$ cat config.mk
export PLATFORM = sky130hd
export DESIGN_NAME = fg_pixel_responder
export DESIGN_NICKNAME = d
export VERILOG_FILES = /design/src/rtl/fg_pixel_responder.sv
export SDC_FILE = /design/constraint.sdc
export NUM_CORES = 1
export LEC_CHECK = 0
export CAP_MARGIN = 40
export CORE_MARGIN = 2
export CORE_UTILIZATION = 48
export DETAILED_ROUTE_END_ITERATION = 10
export GPL_ROUTABILITY_DRIVEN = 0
export PLACE_DENSITY = 0.91
export SYNTH_ARGS = -nofsm -noshare
export SYNTH_HDL_FRONTEND = slang
export SYNTH_SLANG_ARGS = --single-unit
$ cat constraint.sdc
create_clock -name clk -period 5.21 [get_ports clk]
set_input_delay 0.7815 -clock clk [delete_from_list [all_inputs] [get_ports clk]]
set_output_delay 0.7815 -clock clk [all_outputs]
set_load 0.01 [all_outputs]
$ cat src/rtl/fg_pixel_responder.sv
// fg_pixel_responder: fixed-latency foreground SRAM read pipeline with skip tags.
// Define FG_MISS_COUNT_EN to build the per-frame ungranted-request counter.
module fg_pixel_responder #(
  parameter int PIXEL_SIZE        = 16,
  parameter int PRECISION         = 11,
  parameter int RESOLUTION_X      = 800,
  parameter int RESOLUTION_Y      = 600,
  parameter int ADDR_WIDTH        = 19,
  parameter int SRAM_READ_LATENCY = 1
) (
  input  logic                    clk,
  input  logic                    rst,
  input  logic signed [PRECISION:0] req_x,
  input  logic signed [PRECISION:0] req_y,
  input  logic                    req_active,
  input  logic                    frame_start,
  input  logic                    sram_grant,
  output logic [ADDR_WIDTH-1:0]   sram_addr,
  output logic                    sram_read_en,
  input  logic [PIXEL_SIZE-1:0]   sram_data,
  output logic [PIXEL_SIZE-1:0]   fg_pixel,
  output logic                    fg_pixel_skip,
  output logic [15:0]             miss_count
);

  localparam int TD = SRAM_READ_LATENCY + 1;
  localparam logic signed [PRECISION:0] RX =
    (PRECISION+1)'(RESOLUTION_X);
  localparam logic signed [PRECISION:0] RY =
    (PRECISION+1)'(RESOLUTION_Y);
  localparam logic [ADDR_WIDTH-1:0] RXA =
    ADDR_WIDTH'(RESOLUTION_X);

  logic                  in_frame;
  logic                  issue;
  logic [ADDR_WIDTH-1:0] lin_addr;
  logic [ADDR_WIDTH-1:0] addr_d, addr_q;
  logic                  ren_q;
  logic [TD-1:0]         tag_d, tag_q;
  logic [PIXEL_SIZE-1:0] pix_d, pix_q;
  logic                  skip_q;

  assign in_frame = req_active
                  & ~req_x[PRECISION] & (req_x < RX)
                  & ~req_y[PRECISION] & (req_y < RY);
  assign issue = in_frame & sram_grant;

  // Only meaningful when in_frame, so the sign bits can be dropped.
  assign lin_addr = ADDR_WIDTH'(req_y[PRECISION-1:0]) * RXA
                  + ADDR_WIDTH'(req_x[PRECISION-1:0]);

  assign addr_d = issue ? lin_addr : addr_q;
  assign pix_d  = tag_q[TD-1] ? sram_data : '0;

  always_comb begin
    tag_d    = '0;
    tag_d[0] = issue;
    for (int i = 1; i < TD; i++) tag_d[i] = tag_q[i-1];
  end

  always_ff @(posedge clk) begin
    if (rst) begin
      addr_q <= '0;
      ren_q  <= 1'b0;
      tag_q  <= '0;
      pix_q  <= '0;
      skip_q <= 1'b1;
    end else begin
      addr_q <= addr_d;
      ren_q  <= issue;
      tag_q  <= tag_d;
      pix_q  <= pix_d;
      skip_q <= ~tag_q[TD-1];
    end
  end

  assign sram_addr     = addr_q;
  assign sram_read_en  = ren_q;
  assign fg_pixel      = pix_q;
  assign fg_pixel_skip = skip_q;

`ifdef FG_MISS_COUNT_EN
  logic        miss;
  logic [15:0] miss_d, miss_q;

  assign miss = in_frame & ~sram_grant;

  always_comb begin
    miss_d = miss_q;
    if (frame_start)
      miss_d = {15'd0, miss};
    else if (miss && miss_q != 16'hFFFF)
      miss_d = miss_q + 16'd1;
  end

  always_ff @(posedge clk) begin
    if (rst) miss_q <= '0;
    else     miss_q <= miss_d;
  end

  assign miss_count = miss_q;
`else
  assign miss_count = '0;
`endif

endmodule

==> flow_summary_export.csv <==
group,metric,value,unit
run_status,outcome,"finished clean",
detailed_routing,detail_route.iter0.violations,51,
worst_setup_path,timing_worst_setup_path_type,"in -> reg",
power,vdd_ir_drop_max,118,uV
final_layout,final_cell_mix,"clkdlybuf4s50_1 (80), ha_1 (40), dfxtp_1 (38)",
final_layout,diodes,0,
power,switching_share,33.5,%
worst_setup_path,cp_common_cell,"inv_1",
die,core_area,5200,um^2
worst_setup_path,crit_arrival,4.43,ns
timing,max_freq,235,MHz
clocking,clockRootBuffer,"clkbuf_8",
clocking,cts-resized-gates,0,
worst_setup_path,critPathMaxStageDelay,0.56,ns
timing,fin_crit_sh,81.5,%
logic_synthesis,yosysWarnings,0,
power,pwr-share-clk,22.7,%
timing,setup_tns,0,ns
die,start_util,50.6,%
clocking,cts.clk_slew.worst_paths,0.07,ns
clocking,hold_buffers,0,
logic_synthesis,yosysSeqAreaShare,28.9,%
power,power_switching,0.292,mW
detailed_routing,drtPass1Iterations,4,
logic_synthesis,synth_flop_cell,"dfxtp_1",
detailed_routing,wl_per_cell,12.1,um
clocking,cts_max_level,2,
logic_synthesis,synth-edff-count,0,
timing,relSlewSlack,46.8,%
final_layout,drive_above_1_share,4.40,%
power,cellPowerDensity,246,nW/um^2
logic_synthesis,async_flop_share,0,%
logic_synthesis,ys_seq_elements,38,
die,dieHeight,78.1,um
hold_path,worstHoldPathType,"reg -> reg",
logic_synthesis,syn_area,2630,um^2
detailed_routing,vias,2093,
die,fp.dieArea,6100,um^2
logic_synthesis,netlist_instances,282,
placed_design,port_buffers,80,
detailed_routing,vias_per_cell,4.82,
worst_setup_path,crit_path_end_kind,"flop",
timing,skew,0.00209,ns
clocking,clockBufferDepth,2,
timing,drv_slew,0,
detailed_routing,drc,0,
timing,period_needed,4.25,ns
global_routing,grtUsageTotal,18.0,%
worst_setup_path,cp_slowest_cell,"clkdlybuf4s50_1",
timing,worstMarginPinSlew,0.796,ns
logic_synthesis,synth.avg_cell_area,9.34,um^2
global_routing,grt_max_degree,31,
clocking,cts_buffers,5,
clocking,cts_tree,"yes",
worst_setup_path,required,5.40,ns
timing,rsz0062_at_grt,"no",
run,max_cap_violations,0,
detailed_routing,antenna_left,0,
power,internal_power,0.579,mW
timing,hold_slack,0.467,ns
global_routing,grt_pass1_wl,8890,um
clocking,worstSkewPairLatency,0.28,ns
power,pwr-share-seq,33.6,%
final_layout,final_nets,455,
die,pin_count,98,
final_layout,mostFrequentLayoutCell,"clkdlybuf4s50_1",
placed_design,dp_hpwl,4480,um
timing,setup_violations,0,
die,rows,26,
global_routing,grt_pass1_vias,2055,
clocking,clkSinkCount,38,
logic_synthesis,ys_types,41,
worst_setup_path,cp-start-kind,"input pin",
clocking,postCtsSetupRepairBufs,0,
die,die_w,78.1,um
worst_setup_path,crit_fanout,5,
worst_setup_path,cp_cell_sequence,"clkdlybuf4s50_1 -> inv_1 -> ha_1 -> inv_1 -> ha_1 -> inv_1 -> fa_1 -> inv_1 -> ha_1 -> a21o_1 -> a221o_1 -> xor2_2 -> and4_4 -> nand4_1 -> a311oi_2",
global_routing,antenna_found_initial,0,
power,comb_power_share,43.8,%
detailed_routing,wl,5270,um
power,p_leak,1.56,nW
timing,finalHoldViolCount,0,
global_routing,gr-total-overflow,0,
final_layout,area_growth,34.3,%
metrics by stage:
stage	instance area [um^2]	util [%]	setup WS (ns)	total power, mW	instances
6_report	3540	67.9	0.963	0.870	434
5_1_grt	3540	67.9	0.746	0.938	434
4_1_cts	3540	67.9	0.982	0.877	434
3_5_place_dp	3440	66.2	0.695	0.678	426
3_3_place_gp	3440	66.2	0.783	0.662	426
2_1_floorplan	2690	-	1.51	0.595	297
final cells by class:
class,instances,area (um^2)
tap,70,87.6
timing repair buffer,81,808
inverter,36,135
fill,412,1670
clock buffer,7,86.3
sequential,38,761
multi-input combinational,201,1650
clock inverter,1,5.00
cells in the mapped netlist, types with 2 or more instances:
master    number  area (um^2)
a221o_1        2         20.0
xnor2_1       15          131
clkbuf_1       4         15.0
ha_1          40          500
buf_4         16          120
buf_2          2         10.0
a31o_1         2         17.5
or3_1          2         12.5
dfxtp_1       38          761
and3_1         3         18.8
a311oi_2       2         30.0
nor3_1         2         10.0
o21ai_0        2         10.0
xor2_1         4         35.0
inv_1         36          135
a21o_1         5         37.5
nor2_1        25         93.8
a211oi_1       6         45.0
nand2_1        6         22.5
nor2b_1        5         31.3
nand4_1        4         25.0
nand2b_1       2         12.5
mux2i_1        9         90.1
fa_1           7          140
and2_1        16          100
nand3b_1       3         22.5
xor2_2         2         32.5
a21oi_1        9         45.0
metal layers:
layer,vias to the layer above,global-route usage [%],share of wire [%]
li1,1072,-,-
met1,927,20.8,43
met2,82,32.3,48
met3,12,3.91,6.8
met4,0,7.37,2.0
met5,-,0,0
worst paths after layout:
kind	start	slack (ns)	depth (start not counted)	to
worst max-delay path	req_y[5]	0.96	15	sram_addr[18]
worst min-delay path	tag_q[0]	0.47	1	tag_q[1]
worst max register to register	tag_q[1]	4.02	2	fg_pixel[4]
worst min register to register	tag_q[0]	0.47	1	tag_q[1]
state kept, by name (all words and copies together), names as in the netlist:
| name | cells |
|---|---|
| sram_addr | 19 |
| fg_pixel | 16 |
| tag_q | 2 |
| fg_pixel_skip | 1 |
worst max-delay path: cells and delay by family:
kind,cells,cell delay (ns)
AO/OA/AOI/OAI,3,0.88
adder cells (fa/ha/maj),4,1.38
AND/OR/NAND/NOR,2,0.41
XOR/XNOR,1,0.22
buffers and inverters,5,0.75
logic make-up after synthesis:
logic type                 synth area share, %
adders and majority gates                 24.3
xor gates and xnor gates                  7.55
DFF                                       28.9
other                                    0.142
AOI/OAI and AO/OA                         10.2
and+or+nand+nor                           14.9
muxes                                     3.42
buffers and inverters                     10.6
power by group through the flow:
stage	Sequential, mW	Combinational [mW]	Clock (mW)
CTS	0.292	0.382	0.203
global route	0.292	0.427	0.219
detailed placement	0.299	0.379	0
finish	0.292	0.381	0.197
floorplan	0.299	0.296	0
global placement	0.299	0.364	0
Note: power is estimated with default switching activity, not from simulation.
